<file path="src/rtl/sys_pkg.sv">
// ---------------------------------------------------------------------------
// sys_pkg
// Shared constants for the system command sequencer:
//   - command opcodes recognised in IDLE
//   - FSM state encoding
//   - register-file addresses used for ALU operands A and B
// ---------------------------------------------------------------------------
package sys_pkg;

    typedef logic [3:0] state_t;

    // Command opcodes (first byte of every command frame)
    localparam logic [7:0] CMD_WR      = 8'hAA;  // register write: addr, data
    localparam logic [7:0] CMD_RD      = 8'hBB;  // register read: addr
    localparam logic [7:0] CMD_ALU_OP  = 8'hCC;  // ALU with operands: A, B, fun
    localparam logic [7:0] CMD_ALU_NOP = 8'hDD;  // ALU without operands: fun

    // FSM state encoding
    localparam state_t ST_IDLE     = 4'd0;
    localparam state_t ST_WR_ADDR  = 4'd1;
    localparam state_t ST_WR_DATA  = 4'd2;
    localparam state_t ST_RD_ADDR  = 4'd3;
    localparam state_t ST_RD_WAIT  = 4'd4;
    localparam state_t ST_OP_A     = 4'd5;
    localparam state_t ST_OP_B     = 4'd6;
    localparam state_t ST_ALU_FUN  = 4'd7;
    localparam state_t ST_ALU_WAIT = 4'd8;

    // Register-file locations the ALU reads its operands from
    localparam logic [7:0] OPA_ADDR = 8'h00;
    localparam logic [7:0] OPB_ADDR = 8'h01;

endpackage

</file>
<file path="src/rtl/sys_wait_timer.sv">
// ---------------------------------------------------------------------------
// sys_wait_timer
// Bounded wait counter used while the sequencer waits for a datapath valid.
//   clk     : system clock
//   rst     : asynchronous active-low reset
//   start   : begin a new wait (counter restarts at zero)
//   clear   : abandon/finish the wait (counter stops, returns to zero)
//   expired : high during the LIMIT-th cycle of a wait
// The first cycle after start is wait cycle 1 with count 0, so expired is
// asserted in wait cycle LIMIT; the owner decides what happens on that edge.
// ---------------------------------------------------------------------------
module sys_wait_timer #(
    parameter int LIMIT = 15
) (
    input  logic clk,
    input  logic rst,
    input  logic start,
    input  logic clear,
    output logic expired
);

    localparam int CW = $clog2(LIMIT + 1);

    logic [CW-1:0] count_reg;
    logic          running_reg;

    assign expired = running_reg && (count_reg == CW'(LIMIT - 1));

    always_ff @(posedge clk or negedge rst) begin
        if (!rst) begin
            count_reg   <= '0;
            running_reg <= 1'b0;
        end else if (clear) begin
            count_reg   <= '0;
            running_reg <= 1'b0;
        end else if (start) begin
            count_reg   <= '0;
            running_reg <= 1'b1;
        end else if (running_reg && !expired) begin
            count_reg   <= count_reg + 1'b1;
        end
    end

endmodule

</file>
<file path="src/rtl/sys_cmd_seq.sv">
// ---------------------------------------------------------------------------
// sys_cmd_seq
// Decodes command frames arriving as UART bytes and drives the register file
// and ALU. Every output is registered, so strobes appear one cycle after the
// byte that triggers them is accepted.
//   clk          : system clock (rising edge)
//   rst          : asynchronous active-low reset
//   RX_P_Data    : received byte, qualified by RX_D_VLD
//   RX_D_VLD     : one-cycle byte-valid strobe
//   RdData_Valid : register-file read complete
//   ALU_Valid    : ALU result complete
//   WrEn/RdEn    : register-file write/read strobes
//   Address      : register-file address (held between commands)
//   WrData       : register-file write data (held between commands)
//   ALU_EN       : ALU start strobe
//   ALU_FUN      : ALU function select (held between commands)
//   CLK_EN       : ALU clock-gate enable, high for the whole ALU operation
//   cmd_timeout  : one-cycle flag when a wait for a valid is abandoned
// ---------------------------------------------------------------------------
module sys_cmd_seq
    import sys_pkg::*;
#(
    parameter int DATA_WIDTH = 8,
    parameter int ADDR_WIDTH = 4,
    parameter int WAIT_LIMIT = 15
) (
    input  logic                  clk,
    input  logic                  rst,
    input  logic [DATA_WIDTH-1:0] RX_P_Data,
    input  logic                  RX_D_VLD,
    input  logic                  RdData_Valid,
    input  logic                  ALU_Valid,
    output logic                  WrEn,
    output logic                  RdEn,
    output logic [ADDR_WIDTH-1:0] Address,
    output logic [DATA_WIDTH-1:0] WrData,
    output logic                  ALU_EN,
    output logic [3:0]            ALU_FUN,
    output logic                  CLK_EN,
    output logic                  cmd_timeout
);

    state_t                  state_reg,    state_next;
    logic [ADDR_WIDTH-1:0]   addr_cap_reg, addr_cap_next;
    logic                    wr_en_reg,    wr_en_next;
    logic                    rd_en_reg,    rd_en_next;
    logic [ADDR_WIDTH-1:0]   address_reg,  address_next;
    logic [DATA_WIDTH-1:0]   wr_data_reg,  wr_data_next;
    logic                    alu_en_reg,   alu_en_next;
    logic [3:0]              alu_fun_reg,  alu_fun_next;
    logic                    clk_en_reg,   clk_en_next;
    logic                    timeout_reg,  timeout_next;

    logic timer_start;
    logic timer_clear;
    logic timer_expired;

    sys_wait_timer #(
        .LIMIT   (WAIT_LIMIT)
    ) u_wait_timer (
        .clk     (clk),
        .rst     (rst),
        .start   (timer_start),
        .clear   (timer_clear),
        .expired (timer_expired)
    );

    always_comb begin
        state_next    = state_reg;
        addr_cap_next = addr_cap_reg;
        wr_en_next    = 1'b0;
        rd_en_next    = 1'b0;
        alu_en_next   = 1'b0;
        timeout_next  = 1'b0;
        clk_en_next   = clk_en_reg;
        address_next  = address_reg;
        wr_data_next  = wr_data_reg;
        alu_fun_next  = alu_fun_reg;
        timer_start   = 1'b0;
        timer_clear   = 1'b0;

        case (state_reg)
            ST_IDLE: begin
                if (RX_D_VLD) begin
                    case (RX_P_Data)
                        DATA_WIDTH'(CMD_WR):      state_next = ST_WR_ADDR;
                        DATA_WIDTH'(CMD_RD):      state_next = ST_RD_ADDR;
                        DATA_WIDTH'(CMD_ALU_OP):  state_next = ST_OP_A;
                        DATA_WIDTH'(CMD_ALU_NOP): state_next = ST_ALU_FUN;
                        default:                  state_next = ST_IDLE;
                    endcase
                end
            end

            ST_WR_ADDR: begin
                // Captured privately so Address keeps showing the previous
                // access until the write actually happens.
                if (RX_D_VLD) begin
                    addr_cap_next = RX_P_Data[ADDR_WIDTH-1:0];
                    state_next    = ST_WR_DATA;
                end
            end

            ST_WR_DATA: begin
                if (RX_D_VLD) begin
                    wr_en_next   = 1'b1;
                    address_next = addr_cap_reg;
                    wr_data_next = RX_P_Data;
                    state_next   = ST_IDLE;
                end
            end

            ST_RD_ADDR: begin
                if (RX_D_VLD) begin
                    rd_en_next   = 1'b1;
                    address_next = RX_P_Data[ADDR_WIDTH-1:0];
                    timer_start  = 1'b1;
                    state_next   = ST_RD_WAIT;
                end
            end

            ST_RD_WAIT: begin
                // Valid wins over an expiry landing in the same cycle.
                if (RdData_Valid) begin
                    timer_clear = 1'b1;
                    state_next  = ST_IDLE;
                end else if (timer_expired) begin
                    timeout_next = 1'b1;
                    timer_clear  = 1'b1;
                    state_next   = ST_IDLE;
                end
            end

            ST_OP_A: begin
                if (RX_D_VLD) begin
                    wr_en_next   = 1'b1;
                    address_next = ADDR_WIDTH'(OPA_ADDR);
                    wr_data_next = RX_P_Data;
                    state_next   = ST_OP_B;
                end
            end

            ST_OP_B: begin
                if (RX_D_VLD) begin
                    wr_en_next   = 1'b1;
                    address_next = ADDR_WIDTH'(OPB_ADDR);
                    wr_data_next = RX_P_Data;
                    state_next   = ST_ALU_FUN;
                end
            end

            ST_ALU_FUN: begin
                if (RX_D_VLD) begin
                    alu_fun_next = RX_P_Data[3:0];
                    alu_en_next  = 1'b1;
                    clk_en_next  = 1'b1;
                    timer_start  = 1'b1;
                    state_next   = ST_ALU_WAIT;
                end
            end

            ST_ALU_WAIT: begin
                if (ALU_Valid) begin
                    clk_en_next = 1'b0;
                    timer_clear = 1'b1;
                    state_next  = ST_IDLE;
                end else if (timer_expired) begin
                    clk_en_next  = 1'b0;
                    timeout_next = 1'b1;
                    timer_clear  = 1'b1;
                    state_next   = ST_IDLE;
                end
            end

            default: begin
                clk_en_next = 1'b0;
                timer_clear = 1'b1;
                state_next  = ST_IDLE;
            end
        endcase
    end

    always_ff @(posedge clk or negedge rst) begin
        if (!rst) begin
            state_reg    <= ST_IDLE;
            addr_cap_reg <= '0;
            wr_en_reg    <= 1'b0;
            rd_en_reg    <= 1'b0;
            address_reg  <= '0;
            wr_data_reg  <= '0;
            alu_en_reg   <= 1'b0;
            alu_fun_reg  <= '0;
            clk_en_reg   <= 1'b0;
            timeout_reg  <= 1'b0;
        end else begin
            state_reg    <= state_next;
            addr_cap_reg <= addr_cap_next;
            wr_en_reg    <= wr_en_next;
            rd_en_reg    <= rd_en_next;
            address_reg  <= address_next;
            wr_data_reg  <= wr_data_next;
            alu_en_reg   <= alu_en_next;
            alu_fun_reg  <= alu_fun_next;
            clk_en_reg   <= clk_en_next;
            timeout_reg  <= timeout_next;
        end
    end

    assign WrEn        = wr_en_reg;
    assign RdEn        = rd_en_reg;
    assign Address     = address_reg;
    assign WrData      = wr_data_reg;
    assign ALU_EN      = alu_en_reg;
    assign ALU_FUN     = alu_fun_reg;
    assign CLK_EN      = clk_en_reg;
    assign cmd_timeout = timeout_reg;

endmodule

</file>
<file path="config.mk">
export PLATFORM = sky130hd
export DESIGN_NAME = sys_cmd_seq
export DESIGN_NICKNAME = d
export VERILOG_FILES = /design/src/rtl/sys_pkg.sv /design/src/rtl/sys_wait_timer.sv /design/src/rtl/sys_cmd_seq.sv
export SDC_FILE = /design/constraint.sdc
export NUM_CORES = 1
export LEC_CHECK = 0
export CORE_MARGIN = 2
export CORE_UTILIZATION = 55
export CTS_CLUSTER_SIZE = 8
export DETAILED_ROUTE_END_ITERATION = 6
export GPL_TIMING_DRIVEN = 0
export PLACE_DENSITY = 0.83
export SYNTH_ARGS = -nofsm -noshare
export SYNTH_HDL_FRONTEND = slang
export SYNTH_SLANG_ARGS = --single-unit
</file>
<file path="constraint.sdc">
create_clock -name clk -period 3.5 [get_ports clk]
set_input_delay 0.525 -clock clk [delete_from_list [all_inputs] [get_ports clk]]
set_output_delay 0.525 -clock clk [all_outputs]
set_load 0.01 [all_outputs]
</file>
==> impl_metrics.ini, run 1 <==
[clocking]
clkLatencyLatePin_ns = 0.33
postCtsResizedCells = 0
hold_buffers = 0
postCtsSetupBuffers = 0
ctsHtreeMaxLevel = 2
clockRootBuffer = sky130_fd_sc_hd__clkbuf_4
clock-sinks = 34
clk_pin_slew_ns = 0.11
cts-root-to-sink-buffers = 2
tritoncts_clock_tree = built
numCtsBuffers = 5

[worst_setup_path]
rr_worst_depth = 4
setup.reg_to_reg.worst_slack_ns = 1.84
crit_path_top_delay_cell = sky130_fd_sc_hd__clkdlybuf4s50_1
worstPathBufferInverterCount = 1
critPathMaxStageDelay_ns = 0.55
critical_path_depth = 1
critical_path.cell_chain = clkdlybuf4s50_1
cp_data_required_time_ns = 2.97
peak_fanout_along_the_critical_path = 3
timing.critical_path.from_type = flip-flop
path_class = flip-flop to output pin
critical_path.top_delay_family = buffers and inverters
critical_path_arrival_ns = 1.26
kind_of_end_point_of_the_critical_path = output pin

[power]
clock_power_share = 0.130
p_switching_uw = 554.0
internal_power_consumption_uw = 974.5
power_density_nw_per_um2 = 720.3
post-layout-total-power_mw = 1.529
power.combinational.fraction = 0.470
power_frac_seq = 0.400
static-leakage-power_nw = 0.9224
netSwitchingFraction = 0.3625
worst_ir_drop_vdd_v = 0.0004258

[floorplanning]
fp.dieW_um = 59.89
fp.coreArea_um2 = 3003
io_pins = 34
start_util = 0.5721
die_area_um2 = 3586
fp.dieH_um = 59.89
placement_rows = 20

[sta]
final.setup.tns_ns = 0
timing.slew.headroom = 0.5037
finalSetupViolations = 0
final.hold.worst_slack_ns = 0.2469
period_needed_ns = 1.784
post_route_fraction_of_the_period_consumed_by_the_critical_path = 0.5098
final.setup_skew_ns = 0.01485
hold_viol_final = 0
timing_max_transition_violations_final = 0
actual_slew_at_the_worst_max_slew_pin_ns = 0.7444
timing.fmax_mhz = 560.5
rsz0062_at_grt = false

[synthesis]
yosysTopAreaCellShare = 0.4953
syn-mean-instance-area_um2 = 10.60
area_fraction_in_compound_gates_after_synthesis = 0.1260
synth_top_flop_cell = sky130_fd_sc_hd__dfrtp_1
number_of_enable_type_register_cells_in_the_synthesized_netlist = 0
yosys.area_share.simple = 0.1966
postSynthCellCount = 162
yosys.cell_types.count = 44
synth.yosys.warnings = 0
postSynthRegisterBits = 34
synth_top_family_by_area = simple AND/OR/NAND/NOR gates
post-synth-top-area-cell = sky130_fd_sc_hd__dfrtp_1
synth_seq_area_share = 0.4953
synth_fa_ha_area_frac = 0.01457
ys_top_cells_by_count = sky130_fd_sc_hd__dfrtp_1 (34), sky130_fd_sc_hd__nor2_1 (14), sky130_fd_sc_hd__nand2_1 (12)
yosys-mux-area-fraction = 0.1049
synth.top_cells.by_area = sky130_fd_sc_hd__dfrtp_1 (50%), sky130_fd_sc_hd__mux2_2 (6.6%), sky130_fd_sc_hd__mux2_1 (3.9%)
yosys.cell_count.top_type = sky130_fd_sc_hd__dfrtp_1
ys_async_rst_share = 1.000
synth-xor-area-share = 0.02549
synth_nets = 177
syn_area_um2 = 1718

[placed_design]
routabilityCongestion = 0.8740
dp.final_hpwl_um = 2626
port-buffer-count = 32
dpl-instance-area_um2 = 2074

[global_route]
groute.layer.met1.usage = 0.3061
global_route.usage.met3 = 0.04545
grt_overflow = 0
grt_use_total = 0.2289
global_route.peak_usage_layer = met2
grt_antenna_before_repair = 0
gr-usage-met2 = 0.3587
grt_max_degree = 35
grt_pass1_wl_um = 6099
grt_pass1_vias = 1361

[min_path]
classification_of_the_worst_slack_hold_path = input pin to asynchronous set/reset pin

[layout]
largest_register_ffs = 8
filler_cell_count = 228
design_area_um2 = 2122
num-nets-final = 216
multi_input_area_um2 = 803.3
ff_latch_area_um2 = 850.8
fraction_of_final_layout_cells_sized_beyond_drive_strength_1 = 0.1692
n_antenna_cell = 0
area_growth_synth_to_finish_pct = 23.53

[run]
max_cap_violations = 0

[route]
ant_nets = 0
detail_route.drc_violations = 0
vias = 1373
detailedRoute.firstIterationViolations = 49
totalWireLength_um = 3597
drt-pass1-iter-count = 4
vias_per_cell = 5.868
routed_wire_length_per_instance_um = 15.37

[run_status]
run_status = complete, no violations
-- power by group through the flow --
stage          clock network, mW  registers, mW  logic (mW)
2_1_floorplan                  0          0.646       0.417
3_3_place_gp                   0          0.613       0.693
3_5_place_dp                   0          0.624       0.716
4_1_cts                    0.201          0.614       0.723
5_1_grt                    0.215          0.633       0.792
6_report                   0.199          0.612       0.718
-- cell type report --
cell class	instances	share of cell area
timing repair buffer	32	0.1486
buffer	8	0.02123
inverter	5	0.008844
sequential	34	0.4009
clock buffer	5	0.01769
tap	33	0.01946
clock inverter	2	0.004717
multi-input combinational	115	0.3785
-- placed cells by master (no fill, tap or decap), types with 2 or more instances in the layout --
cell and count:
sky130_fd_sc_hd__xor2_1 3, sky130_fd_sc_hd__inv_1 5, sky130_fd_sc_hd__nand4_1 2, sky130_fd_sc_hd__nor2b_1 3
sky130_fd_sc_hd__nor3_1 2, sky130_fd_sc_hd__nand3_1 6, sky130_fd_sc_hd__mux2_1 6, sky130_fd_sc_hd__a31oi_1 6
sky130_fd_sc_hd__nor4_1 3, sky130_fd_sc_hd__buf_2 4, sky130_fd_sc_hd__nand4bb_1 2, sky130_fd_sc_hd__nor2_1 14
sky130_fd_sc_hd__clkdlybuf4s50_1 31, sky130_fd_sc_hd__or2_2 2, sky130_fd_sc_hd__mux2_2 10, sky130_fd_sc_hd__ha_1 2
sky130_fd_sc_hd__nand2b_1 6, sky130_fd_sc_hd__dfrtp_1 34, sky130_fd_sc_hd__clkinv_2 2, sky130_fd_sc_hd__xnor2_1 2
sky130_fd_sc_hd__nand2_1 12, sky130_fd_sc_hd__a21oi_1 10, sky130_fd_sc_hd__o21ai_0 3, sky130_fd_sc_hd__clkbuf_4 5
sky130_fd_sc_hd__clkbuf_1 3, sky130_fd_sc_hd__o22ai_1 2
-- cell families (layout without fill, tap and decap cells) --
| logic type | Yosys count | in the layout |
|---|---|---|
| buffers and inverters | 13 | 52 |
| multiplexers | 16 | 16 |
| AND/OR/NAND/NOR | 60 | 60 |
| XOR/XNOR | 5 | 5 |
| AO/OA/AOI/OAI | 32 | 32 |
| flip-flops | 34 | 34 |
| adder cells (fa/ha/maj) | 2 | 2 |
-- through the flow --
| step | setup slack, ns | instances | utilization |
|---|---|---|---|
| floorplan | 1.869 | 162 | - |
| global placement | 1.253 | 227 | 0.6925 |
| detailed placement | 1.505 | 227 | 0.6908 |
| CTS | 1.709 | 234 | 0.7067 |
| global route | 1.654 | 234 | 0.7067 |
| finish | 1.716 | 234 | 0.7067 |
-- worst paths after layout --
kind,from,to
min in group clk,WrData[3],WrData[3]
max,CLK_EN,CLK_EN
min reg2reg,WrData[3],WrData[3]
max reg2reg,state_reg[3],state_reg[2]
max in group asynchronous,rst,state_reg[0]
min,rst,state_reg[2]
-- metal layers --
| metal | vias up | wire length, um |
|---|---|---|
| met3 | 7 | 101 |
| met2 | 28 | 1775 |
| met5 | - | 0 |
| li1 | 658 | - |
| met1 | 680 | 1659 |
| met4 | 0 | 61 |
Power figures use the tool's default switching activity.
==> run 2, diff against run 1 <==
Settings changed: CORE_UTILIZATION 55 to 46, PLACE_DENSITY 0.83 to 0.74.
Clock period 3.5 ns to 1.4 ns, I/O delays scaled along.
==> run 2 against run 1 <==
The flow now finishes with violations (negative hold slack, negative setup slack). Critical path type is now flip-flop to flip-flop. Wire length up 23%. Hold slack worse by 0.26 ns. Core utilization down 1.0 points. Sequential share of layout area down 6.4 points. Die area up 18%. First-iteration DRC count up 110%. Combinational power rose to 3.3 times the previous value. Clock power rose to 3.3 times the previous value. Count of clock-buffer cells in the layout unchanged. Via count up 7.1%. Setup slack worse by 1.9 ns. Flip-flop and latch count unchanged.
==> impl_metrics.ini, run 2 (same netlist as run 1, synthesis figures left out) <==
[sta]
final.hold.worst_slack_ns = -0.01321
timing_max_transition_violations_final = 0
hold_viol_final = 28
timing.fmax_mhz = 617.1
final.setup_skew_ns = 0.007557
finalSetupViolations = 23
actual_slew_at_the_worst_max_slew_pin_ns = 0.7457
post_route_fraction_of_the_period_consumed_by_the_critical_path = 1.157
final.setup.tns_ns = -3.006
timing.slew.headroom = 0.5028
setup_ws_ns = -0.2205
period_needed_ns = 1.620
rsz0062_at_grt = true

[worst_setup_path]
critPathMaxStageDelay_ns = 0.55
kind_of_end_point_of_the_critical_path = flip-flop
cp_data_required_time_ns = 1.59
crit_path_top_delay_cell = sky130_fd_sc_hd__or4_4
critical_path_arrival_ns = 1.82
critical_path.cell_chain = or4_4, a211oi_2, nand4_1, a31oi_2
path_class = flip-flop to flip-flop
peak_fanout_along_the_critical_path = 4
timing.critical_path.from_type = flip-flop

[power]
static-leakage-power_nw = 1.285
power_density_nw_per_um2 = 1817
worst_ir_drop_vdd_v = 0.0009262

[route]
vias_per_cell = 5.530
detailedRoute.firstIterationViolations = 105
vias = 1471
detail_route.drc_violations = 0
routed_wire_length_per_instance_um = 16.59
drt-pass1-iter-count = 6
ant_nets = 0
totalWireLength_um = 4414

[global_route]
grt_use_total = 0.2069
grt_pass1_vias = 1377
grt_overflow = 0
grt_max_degree = 35
grt_antenna_before_repair = 0
grt_pass1_wl_um = 6624

[layout]
post-route-util = 0.6963
filler_cell_count = 265
layout_common_cells = sky130_fd_sc_hd__dfrtp_1 (33), sky130_fd_sc_hd__dlymetal6s2s_1 (15), sky130_fd_sc_hd__buf_4 (14), sky130_fd_sc_hd__nor2_1 (14), sky130_fd_sc_hd__clkdlybuf4s50_1 (12)
largest_register_ffs = 8
area_growth_synth_to_finish_pct = 47.27
num-nets-final = 233
layout.cells.most_common = sky130_fd_sc_hd__dfrtp_1
n_antenna_cell = 0
ff_latch_area_um2 = 852.1
fraction_of_final_layout_cells_sized_beyond_drive_strength_1 = 0.3532
design_area_um2 = 2530
multi_input_area_um2 = 968.4

[placed_design]
dpl-instance-area_um2 = 2107
routabilityCongestion = 0.9158
dp.final_hpwl_um = 2570
place_ws_ns = -0.2974
port-buffer-count = 32

[clocking]
cts-root-to-sink-buffers = 2
clockRootBuffer = sky130_fd_sc_hd__clkbuf_8
clkLatencyLatePin_ns = 0.28
tritoncts_clock_tree = built
clock-sinks = 34
clk_pin_slew_ns = 0.07
ctsHtreeMaxLevel = 2
numCtsBuffers = 5

[floorplanning]
fp.coreArea_um2 = 3633
fp.dieW_um = 65.11
fp.dieH_um = 65.11
io_pins = 34
placement_rows = 22
start_util = 0.4728
die_area_um2 = 4239

[run]
max_cap_violations = 0

[run_status]
run_status = finished, violations left
violations = negative hold slack, negative setup slack

[min_path]
classification_of_the_worst_slack_hold_path = input pin to asynchronous set/reset pin
## run 2: repair_timing
item,4_1_cts,5_1_grt
hold buffers,0,0
buffers inserted,7,10
gates resized for setup,18,48
pin swaps,3,7
endpoints found under the setup margin,33,46
## run 2: worst max-delay path: cells and delay by family (launching register included)
kind	cells	cell delay, ns
AO/OA/AOI/OAI	2	0.40
flip-flops	1	0.43
AND/OR/NAND/NOR	2	0.71
## run 2: per-layer routing
layer,share of wire,up-vias,GRT usage
met5,0,-,0
met4,0.028,0,0.1068
met3,0.050,11,0.05308
met2,0.49,56,0.3196
met1,0.43,722,0.2694
li1,-,682,-
## run 2: power by group
part	internal [mW]	leakage (nW)	total [mW]	switching, mW
Clock	0.333	0.0438	0.664	0.331
Combinational	1.28	0.811	2.38	1.09
Sequential	1.33	0.431	1.56	0.226
## run 2: area by class of cell
type / instances / share of cell area
multi-input combinational: 115 / 0.3828
sequential: 34 / 0.3368
timing repair buffer: 49 / 0.1939
clock buffer: 5 / 0.02720
buffer: 8 / 0.02423
tap: 48 / 0.02374
inverter: 5 / 0.007418
clock inverter: 2 / 0.003956
## run 2: final timing paths
path                               from           end  slack, ns  cells past startpoint
min                                 rst  state_reg[2]      -0.01                      1
min in group clk               RX_D_VLD          RdEn       0.28                      2
max in group asynchronous           rst  state_reg[3]       0.88                      1
min reg2reg                   WrData[1]     WrData[1]       0.51                      1
max                        state_reg[1]  state_reg[1]      -0.22                      4
max reg2reg                state_reg[1]  state_reg[1]      -0.22                      4
## run 2: stage by stage
step           std cells  total power [mW]
3_3_place_gp         242             3.303
2_1_floorplan        162             2.690
5_1_grt              266             4.891
6_report             266             4.597
4_1_cts              256             4.159
3_5_place_dp         242             3.357
